$ cat src/rtl/writeback_queue_if.sv
// Bundles the writeback stage's upstream result lanes, regfile write
// ports, forwarding lookup and occupancy into one interface.
//
// Handshake: the lanes in in_valid are transferred on a rising clk edge
// exactly when in_ready is 1 at that edge. in_ready depends only on the
// registered occupancy, never on in_valid. While in_ready is 0 the
// upstream side holds every in_* signal stable. rf_valid[j] carries no
// back-pressure: the regfile always takes a presented write.
interface writeback_queue_if #(
  parameter int LANES  = 2,
  parameter int DEPTH  = 4,
  parameter int WPORTS = 1
);
  localparam int CW = $clog2(DEPTH + 1);

  logic [LANES-1:0]    in_valid;
  logic                in_ready;
  logic [LANES*5-1:0]  in_id;
  logic [LANES*32-1:0] in_aluout;
  logic [LANES-1:0]    in_memread;
  logic [LANES*3-1:0]  in_memtype;
  logic [LANES*32-1:0] in_rd;

  logic [WPORTS-1:0]    rf_valid;
  logic [WPORTS*5-1:0]  rf_id;
  logic [WPORTS*32-1:0] rf_data;

  logic [4:0]  fwd_id;
  logic        fwd_hit;
  logic [31:0] fwd_data;

  logic [CW-1:0] count;

  // Upstream pipeline / regfile / lookup side.
  modport master (
    output in_valid, in_id, in_aluout, in_memread, in_memtype, in_rd, fwd_id,
    input  in_ready, rf_valid, rf_id, rf_data, fwd_hit, fwd_data, count
  );

  // Writeback queue side.
  modport slave (
    input  in_valid, in_id, in_aluout, in_memread, in_memtype, in_rd, fwd_id,
    output in_ready, rf_valid, rf_id, rf_data, fwd_hit, fwd_data, count
  );
endinterface

$ cat src/rtl/writeback_queue.sv
// Multi-lane writeback stage: forms load results, compacts retiring lanes
// into an in-order circular queue, drains up to WPORTS entries per cycle to
// the register file and offers a newest-wins forwarding lookup.
module writeback_queue #(
  parameter int LANES  = 2,
  parameter int DEPTH  = 4,
  parameter int WPORTS = 1
) (
  input  logic               clk,
  input  logic               resetn,
  writeback_queue_if.slave   bus
);
  localparam int CW = $clog2(DEPTH + 1);
  localparam int PW = $clog2(DEPTH);

  // Queue storage; contents are only meaningful inside head..head+count-1.
  logic [4:0]  id_q   [DEPTH];
  logic [31:0] data_q [DEPTH];

  logic [PW-1:0] head_q, head_d;
  logic [PW-1:0] tail_q, tail_d;
  logic [CW-1:0] count_q, count_d;

  logic [CW-1:0] n_acc;
  logic [CW-1:0] n_drn;
  logic          ready;

  logic [31:0]      lane_res [LANES];
  logic [LANES-1:0] lane_acc;

  logic [DEPTH-1:0] wr_en;
  logic [4:0]       wr_id   [DEPTH];
  logic [31:0]      wr_data [DEPTH];

  logic [PW-1:0] wslot, rslot, fslot;
  logic          fwd_hit_c;
  logic [31:0]   fwd_data_c;

  // Load extraction: little-endian byte/half select plus sign/zero extend.
  function automatic logic [31:0] form_result(
    input logic [31:0] alu,
    input logic        mr,
    input logic [2:0]  mt,
    input logic [31:0] rd
  );
    logic [7:0]  b;
    logic [15:0] h;
    logic [31:0] r;
    b = rd[{alu[1:0], 3'b000} +: 8];
    h = rd[{alu[1], 4'b0000} +: 16];
    r = rd;
    if (!mr) begin
      r = alu;
    end else begin
      case (mt)
        3'd0:    r = {{24{b[7]}}, b};
        3'd1:    r = {24'h0, b};
        3'd2:    r = {{16{h[15]}}, h};
        3'd3:    r = {16'h0, h};
        default: r = rd;
      endcase
    end
    return r;
  endfunction

  // Free space check uses only registered occupancy, so in_ready never
  // depends on what upstream is presenting.
  assign ready       = (CW'(DEPTH) - count_q) >= CW'(LANES);
  assign bus.in_ready = ready;
  assign bus.count    = count_q;

  // Per-lane result and whether the lane actually lands in the queue.
  always_comb begin
    for (int k = 0; k < LANES; k++) begin
      lane_res[k] = form_result(bus.in_aluout[k*32 +: 32], bus.in_memread[k],
                                bus.in_memtype[k*3 +: 3], bus.in_rd[k*32 +: 32]);
      lane_acc[k] = ready && bus.in_valid[k] && (bus.in_id[k*5 +: 5] != 5'd0);
    end
  end

  // Compact accepted lanes, in lane order, into consecutive slots from tail.
  always_comb begin
    wr_en = '0;
    n_acc = '0;
    wslot = tail_q;
    for (int i = 0; i < DEPTH; i++) begin
      wr_id[i]   = '0;
      wr_data[i] = '0;
    end
    for (int k = 0; k < LANES; k++) begin
      if (lane_acc[k]) begin
        wslot          = tail_q + PW'(n_acc);
        wr_en[wslot]   = 1'b1;
        wr_id[wslot]   = bus.in_id[k*5 +: 5];
        wr_data[wslot] = lane_res[k];
        n_acc          = n_acc + CW'(1);
      end
    end
  end

  // Pointer and occupancy bookkeeping; drain never exceeds what is stored.
  always_comb begin
    n_drn   = (count_q < CW'(WPORTS)) ? count_q : CW'(WPORTS);
    head_d  = head_q + PW'(n_drn);
    tail_d  = tail_q + PW'(n_acc);
    count_d = count_q + n_acc - n_drn;
  end

  // Regfile ports show the oldest entries; higher port index is younger.
  always_comb begin
    bus.rf_valid = '0;
    bus.rf_id    = '0;
    bus.rf_data  = '0;
    rslot        = head_q;
    for (int j = 0; j < WPORTS; j++) begin
      rslot                   = head_q + PW'(j);
      bus.rf_valid[j]         = CW'(j) < count_q;
      bus.rf_id[j*5 +: 5]     = id_q[rslot];
      bus.rf_data[j*32 +: 32] = data_q[rslot];
    end
  end

  // Forwarding: scan oldest to youngest so the last match is the newest;
  // lanes being accepted this cycle are younger than anything queued.
  always_comb begin
    fwd_hit_c  = 1'b0;
    fwd_data_c = '0;
    fslot      = head_q;
    if (bus.fwd_id != 5'd0) begin
      for (int i = 0; i < DEPTH; i++) begin
        fslot = head_q + PW'(i);
        if ((CW'(i) < count_q) && (id_q[fslot] == bus.fwd_id)) begin
          fwd_hit_c  = 1'b1;
          fwd_data_c = data_q[fslot];
        end
      end
      for (int k = 0; k < LANES; k++) begin
        if (lane_acc[k] && (bus.in_id[k*5 +: 5] == bus.fwd_id)) begin
          fwd_hit_c  = 1'b1;
          fwd_data_c = lane_res[k];
        end
      end
    end
  end

  assign bus.fwd_hit  = fwd_hit_c;
  assign bus.fwd_data = fwd_data_c;

  // Pointers and count; reset discards every pending entry at once.
  always_ff @(posedge clk or negedge resetn) begin
    if (!resetn) begin
      head_q  <= '0;
      tail_q  <= '0;
      count_q <= '0;
    end else begin
      head_q  <= head_d;
      tail_q  <= tail_d;
      count_q <= count_d;
    end
  end

  // Entry storage needs no reset: occupancy alone decides what is live.
  always_ff @(posedge clk) begin
    for (int i = 0; i < DEPTH; i++) begin
      if (wr_en[i]) begin
        id_q[i]   <= wr_id[i];
        data_q[i] <= wr_data[i];
      end
    end
  end

  count_le_depth: assert property (@(posedge clk) disable iff (!resetn)
    count_q <= CW'(DEPTH));

endmodule

$ cat src/flat_wrapper.sv
// flat-port wrapper written by rule: the top's interface ports become plain ports
module writeback_queue_flat 
#(
  parameter int LANES  = 2,
  parameter int DEPTH  = 4,
  parameter int WPORTS = 1
)
  (clk, resetn, bus_in_valid, bus_in_id, bus_in_aluout, bus_in_memread, bus_in_memtype, bus_in_rd, bus_fwd_id, bus_in_ready, bus_rf_valid, bus_rf_id, bus_rf_data, bus_fwd_hit, bus_fwd_data, bus_count);
  writeback_queue_if #(.LANES(LANES), .DEPTH(DEPTH), .WPORTS(WPORTS)) bus_i ();
  input  logic clk;
  input  logic resetn;
  input wire logic [$bits(bus_i.in_valid)-1:0] bus_in_valid;
  input wire logic [$bits(bus_i.in_id)-1:0] bus_in_id;
  input wire logic [$bits(bus_i.in_aluout)-1:0] bus_in_aluout;
  input wire logic [$bits(bus_i.in_memread)-1:0] bus_in_memread;
  input wire logic [$bits(bus_i.in_memtype)-1:0] bus_in_memtype;
  input wire logic [$bits(bus_i.in_rd)-1:0] bus_in_rd;
  input wire logic [$bits(bus_i.fwd_id)-1:0] bus_fwd_id;
  output wire logic [$bits(bus_i.in_ready)-1:0] bus_in_ready;
  output wire logic [$bits(bus_i.rf_valid)-1:0] bus_rf_valid;
  output wire logic [$bits(bus_i.rf_id)-1:0] bus_rf_id;
  output wire logic [$bits(bus_i.rf_data)-1:0] bus_rf_data;
  output wire logic [$bits(bus_i.fwd_hit)-1:0] bus_fwd_hit;
  output wire logic [$bits(bus_i.fwd_data)-1:0] bus_fwd_data;
  output wire logic [$bits(bus_i.count)-1:0] bus_count;
  assign bus_i.in_valid = bus_in_valid;
  assign bus_i.in_id = bus_in_id;
  assign bus_i.in_aluout = bus_in_aluout;
  assign bus_i.in_memread = bus_in_memread;
  assign bus_i.in_memtype = bus_in_memtype;
  assign bus_i.in_rd = bus_in_rd;
  assign bus_i.fwd_id = bus_fwd_id;
  assign bus_in_ready = bus_i.in_ready;
  assign bus_rf_valid = bus_i.rf_valid;
  assign bus_rf_id = bus_i.rf_id;
  assign bus_rf_data = bus_i.rf_data;
  assign bus_fwd_hit = bus_i.fwd_hit;
  assign bus_fwd_data = bus_i.fwd_data;
  assign bus_count = bus_i.count;
  writeback_queue #(.LANES(LANES), .DEPTH(DEPTH), .WPORTS(WPORTS)) u_core (.clk(clk), .resetn(resetn), .bus(bus_i));
endmodule
$ cat config.mk
export PLATFORM = sky130hd
export DESIGN_NAME = writeback_queue_flat
export DESIGN_NICKNAME = d
export VERILOG_FILES = /design/src/rtl/writeback_queue_if.sv /design/src/rtl/writeback_queue.sv /design/src/flat_wrapper.sv
export SDC_FILE = /design/constraint.sdc
export NUM_CORES = 1
export LEC_CHECK = 0
export CAP_MARGIN = 10
export CORE_MARGIN = 1.5
export CORE_UTILIZATION = 45
export DETAILED_ROUTE_END_ITERATION = 10
export PLACE_DENSITY = 0.68
export REMOVE_ABC_BUFFERS = 1
export SYNTH_ARGS = -nofsm -noshare
export SYNTH_HDL_FRONTEND = slang
export SYNTH_SLANG_ARGS = --single-unit
export TNS_END_PERCENT = 10
$ cat constraint.sdc
create_clock -name clk -period 8.3 [get_ports clk]
set_clock_uncertainty 0.2 [all_clocks]
set_input_delay 1.66 -clock clk [delete_from_list [all_inputs] [get_ports clk]]
set_output_delay 1.66 -clock clk [all_outputs]
set_load 0.05 [all_outputs]
* Word level (Yosys, flattened, before mapping)
Memory sizes are Yosys's and may differ from the RTL's. Index checks and enable logic that the tools add are counted.
Operators by class: reduce and logical (&&, ||, !) cells 23, $lt $le $gt $ge 14, bitwise gates (word level) 5, equal/unequal tests 12, mux-type cells 61, shift-type cells 4, add/subtract/negate cells 10
Operator list (number):
- 32-bit two-way mux | 13
- 128-bit two-way mux | 2
- 32-bit one-hot mux with 4 select lines | 2
- 128-bit AND | 1
- 128-bit bitwise mux | 1
- 32-bit demux with 2-bit select | 2
- 32-bit OR reduction | 2
- 32-bit by 6-bit variable part select with 16-bit output | 2
- 32-bit by 6-bit variable part select with 8-bit output | 2
- 20-bit two-way mux | 2
- 5-bit equality test | 6
- 1-bit two-way mux | 22
- 20-bit AND | 1
- 20-bit bitwise mux | 1
- 5-bit demux with 2-bit select | 2
- 5-bit two-way mux | 4
- 5-bit nonzero test | 3
- 1-bit logical AND | 14
- 3-bit by 2-bit equality test with 1-bit output, second input constant | 4
- 5-bit OR reduction | 2
- 3-bit by 1-bit < comparator with 1-bit output, second input constant | 3
- 2-bit two-way mux | 4
- 4-bit two-way mux | 2
- 3-bit by 1-bit equality test with 1-bit output, second input constant | 2
- 19 further kinds | 30
Word-level totals: register bits after elaboration 7, bits in writable memories 148, word-level logic and storage cells 134, input bits 155, memories kept 2
Memory list:
- u_core.data_q | words 4, bits a word 32, read ports 4, clocked after Yosys merged registers in 0, write ports 2, RTL line writeback_queue.sv:18 | logic [31:0] data_q [DEPTH];
- u_core.id_q | words 4, bits a word 5, read ports 4, clocked after Yosys merged registers in 0, write ports 2, RTL line writeback_queue.sv:17 | logic [4:0] id_q [DEPTH];

* Depth between registers and ports, before layout
depth after elaboration 16, depth in mapped cells 12, depth with buffers taken out 11

* Worst setup path after synthesis
Ideal clock, no wire load.
path type input -> output, start input port bus_in_aluout[1], end output port bus_fwd_data[21], arrival time 4.432 ns, slack 2.008 ns, cell stages on the path 9, data required time 6.440 ns, buffers on the path 2, cells stage by stage buf_2 > mux2i_1 > a211o_1 > a211oi_2 > buf_2 > a221oi_1 > a21oi_1 > o21ai_1 > a211oi_1
On the way: word-level cells in the longest chain between the ends 6, elaborated cells between the ends (all ways) 7, those cells by class shift (2); mux (5)
RTL lines:
- start: declaration | RTL line flat_wrapper.sv:14 | input wire logic [$bits(bus_i.in_aluout)-1:0] bus_in_aluout;
- 32-bit by 6-bit variable part select with 16-bit output / 32-bit by 6-bit variable part select with 8-bit output (equally long branches) | RTL line writeback_queue.sv:50, writeback_queue.sv:49
- 32-bit one-hot mux with 4 select lines (*) | RTL line writeback_queue.sv:55 | case (mt)
- 32-bit two-way mux (*) | RTL line writeback_queue.sv:52 | if (!mr) begin
- 32-bit two-way mux (*) (2 in series) | RTL line writeback_queue.sv:138 | if (lane_acc[k] && (bus.in_id[k*5 +: 5] == bus.fwd_id)) begin
- 32-bit two-way mux (*) | RTL line writeback_queue.sv:129 | if (bus.fwd_id != 5'd0) begin
- end: declaration | RTL line flat_wrapper.sv:24 | output wire logic [$bits(bus_i.fwd_data)-1:0] bus_fwd_data;
Mark *: on every way between the ends. The rest lies on a longest branch, timed or not.

* Final worst setup path
start input port bus_in_id[0], end output port bus_fwd_data[26]
On the way: word-level cells in the longest chain between the ends 6, elaborated cells between the ends (all ways) 7, those cells by class eq/ne (1); mux (3); reduce/logical (3)
RTL lines:
- start: declaration | RTL line flat_wrapper.sv:13 | input wire logic [$bits(bus_i.in_id)-1:0] bus_in_id;
- 5-bit nonzero test | RTL line writeback_queue.sv:77 | lane_acc[k] = ready && bus.in_valid[k] && (bus.in_id[k*5 +: 5] != 5'd0);
- 1-bit logical AND | RTL line writeback_queue.sv:77
- 1-bit logical AND (*) | RTL line writeback_queue.sv:138
- 32-bit two-way mux (*) (2 in series) | RTL line writeback_queue.sv:138
- 32-bit two-way mux (*) | RTL line writeback_queue.sv:129
Marks and branches as above.

==> results.yml <==
outcome:
  status: "finished, final reports clean"
clock_tree:
  htree_levels: 4
  cts.clk_slew.worst_paths_ps: 70
  postCtsSetupBuffers: 0
  clock-root-buffer: "clkbuf_16"
  cts_tree: "done"
  cts_resized: 0
  cts_buffers: 17
  clock_sinks: 155
  cts_max_path_buffers: 2
  hold_buffers: 0
  worstSkewPairLatency_ps: 430
timing:
  fmax_mhz: 137
  finalCritPeriodShare_pct: 87.8
  hold_viol_final: 0
  relSlewSlack_pct: 15.1
  rsz0062_at_grt: "no"
  worst_slew_pin_slew_ps: 1270
  whs_ps: 522
  post-route-min-period_ps: 7290
  maxSlewViolCount: 0
  finalSetupViolCount: 0
min_path:
  hold_class: "flop to flop"
worst_setup_path:
  critPathCapture: "bus_fwd_data[26]"
  worst-path-stages: 10
  crit_arrival_ps: 5430
  crit_slowest_cell: "clkdlybuf4s50_1"
  worstPathCellList: "clkdlybuf4s50_1 > nor4_1 > a221oi_1 > and4_1 > nor2_1 > nand2_1 > buf_4 > o211ai_1 > a21oi_1 > clkdlybuf4s50_1"
  r2r_setup_slack_ps: 3050
  critPathLaunchType: "primary input"
  critPathKind: "primary input to output pin"
  reg2reg_depth: 9
  cp_common_cell: "clkdlybuf4s50_1"
  crit_required_ps: 6440
  r2r-end: "u_core.data_q[3][4]"
  path_max_fanout: 11
  cp-end-kind: "output pin"
  critPathLaunch: "bus_in_id[0]"
  path_delay_family: "buffers and inverters"
  worst-path-buf-inv: 3
  worst_path_largest_cell_delay_ps: 850
  r2r-start: "u_core.bus.count[1]"
detailed_routing:
  vias_per_cell: 6.87
  drtAntennaViolNets: 0
  routedWlPerCell_um: 26.8
  drt-pass1-iter-count: 6
  totalWireLength_um: 52600
  drc: 0
  vias: 13500
  drt_iter0_markers: 1994
logic_synthesis:
  synth.avg_cell_area_um2: 9.46
  yosys-top-cells-count: "nor2_1, o22ai_1, edfxtp_1"
  synth_area_leaders: "edfxtp_1, o22ai_1, mux2_2"
  syn_area_um2: 13400
  ys_ff_latch: 155
  synth.distinct_cells: 65
  yosysTopAreaCellShare_pct: 33.3
  yosys_warnings: 0
  netlist_instances: 1412
  yosysTopAreaCell: "edfxtp_1"
  yosysMostFrequentCell: "nor2_1"
  async_flop_share_pct: 4.52
  ys_seq_area_share_pct: 34.6
  synth-edff-count: 148
  synthFlopType: "edfxtp_1"
layout:
  syn2layout_area_growth_pct: 22.4
  drive_gt1_share_pct: 15.6
  nets: 1728
  num-fill-cells: 2477
  stdcell_count: 1961
global_routing:
  grt_pass1_wl_um: 76700
  antenna_found_initial: 0
  grt_pass1_vias: 12600
  gr-total-overflow: 0
  grtUsageTotal_pct: 33.3
  grt_max_degree: 89
place:
  place_hpwl_um: 36300
  place_congestion: 0.952
  placed_cells: 1928
  port_buffers: 229
die:
  core_um2: 28900
  fp.dieW_um: 175
  die_y_um: 175
  rows: 62
  die_area_um2: 30700
  start_util_pct: 46.2
  pin_count: 230
job:
  maxCapViolations: 0
power_and_ir_drop:
  p_leak_uw: 0.00579
  vdd_drop_max_mv: 0.384
  power_density_nw_per_um2: 487
==> sequential cells by signal (all words and copies together) (netlist names) <==
signal            flops
u_core.head_q         2
u_core.tail_q         2
u_core.data_q       128
u_core.id_q          20
u_core.bus.count      3
==> placed cells by master (no fill, tap or decap), types with 8 or more instances in the layout <==
cell type,netlist,routed
xor2_1,20,20
o21ai_0,41,40
o22ai_1,155,155
mux2i_1,84,84
mux2_2,79,79
o211ai_1,10,10
nor2b_1,12,11
nor3_1,23,23
nor3b_2,8,8
a211oi_2,8,9
buf_4,5,63
clkdlybuf4s50_1,0,201
nand2b_1,14,14
nand2_1,87,84
nor2_1,163,162
edfxtp_1,148,148
inv_1,15,15
clkbuf_16,0,17
nand3_1,22,20
mux4_2,32,32
and3_1,15,15
a22o_1,41,41
a221oi_1,27,27
ha_1,8,8
a21oi_1,111,111
a211oi_1,34,33
xnor2_1,17,17
==> metrics by stage <==
step	setup slack [ps]	cell area [µm²]	utilization (%)	total power (µW)	TNS (ps)
final	1010	16400	56.5	7970	0
after global routing	925	16400	56.5	8270	0
after CTS	1090	16400	56.5	7880	0
after detailed placement	1080	15800	54.6	7130	0
after global placement	1160	15800	54.6	7040	0
after floorplan	-1830	12800	-	5520	-45420
==> final cells by class <==
type / instances / area [µm²] / area share [%]
multi-input cells: 1105 / 8110 / 49.6
clock buffers: 18 / 429 / 2.62
clock inverters: 14 / 116 / 0.711
flip-flops and latches: 155 / 4630 / 28.3
repair buffers: 267 / 2530 / 15.5
diodes: 1 / 2.50 / 0.0153
well taps: 384 / 480 / 2.94
inverters: 17 / 63.8 / 0.390
==> kinds of logic after synthesis <==
logic type                 share of synthesized area (%)
AOI/OAI and AO/OA                                   23.7
xor gates and xnor gates                            2.43
adders and majority gates                           1.05
buffers and inverters                               5.03
DFF                                                 34.6
muxes                                               19.7
other                                             0.0281
and+or+nand+nor                                     13.4
==> power by group <==
group	switching (µW)	internal (µW)	total [µW]
logic	3460	1900	5360
clock network	347	389	736
registers	372	1500	1870
total	4180	3790	7970
==> tightest hold or removal path, delay by kind of cell, from the launching register on <==
kind / cells / cell delay, ps
DFF: 1 / 420
and+or+nand+nor: 1 / 150
adders and majority gates: 1 / 120
==> how the worst min path moves through the flow <==
stage                   startpoint               end  slack (ps)  depth (start not counted)
3_3_place_gp   u_core.bus.count[0]  u_core.head_q[0]         490                          2
4_1_cts        u_core.bus.count[0]  u_core.head_q[0]         520                          2
2_1_floorplan     u_core.tail_q[0]  u_core.tail_q[0]         430                          1
5_1_grt           u_core.tail_q[1]  u_core.tail_q[1]         550                          2
6_report       u_core.bus.count[0]  u_core.head_q[0]         520                          2
3_5_place_dp   u_core.bus.count[0]  u_core.head_q[0]         500                          2
==> per-layer routing <==
layer / wire, µm / track usage, %
met1: 19900 / 43.3
met2: 24000 / 52.2
met3: 6440 / 7.79
met4: 2210 / 16.3
met5: 0 / 0
(Power assumes the default switching activity.)
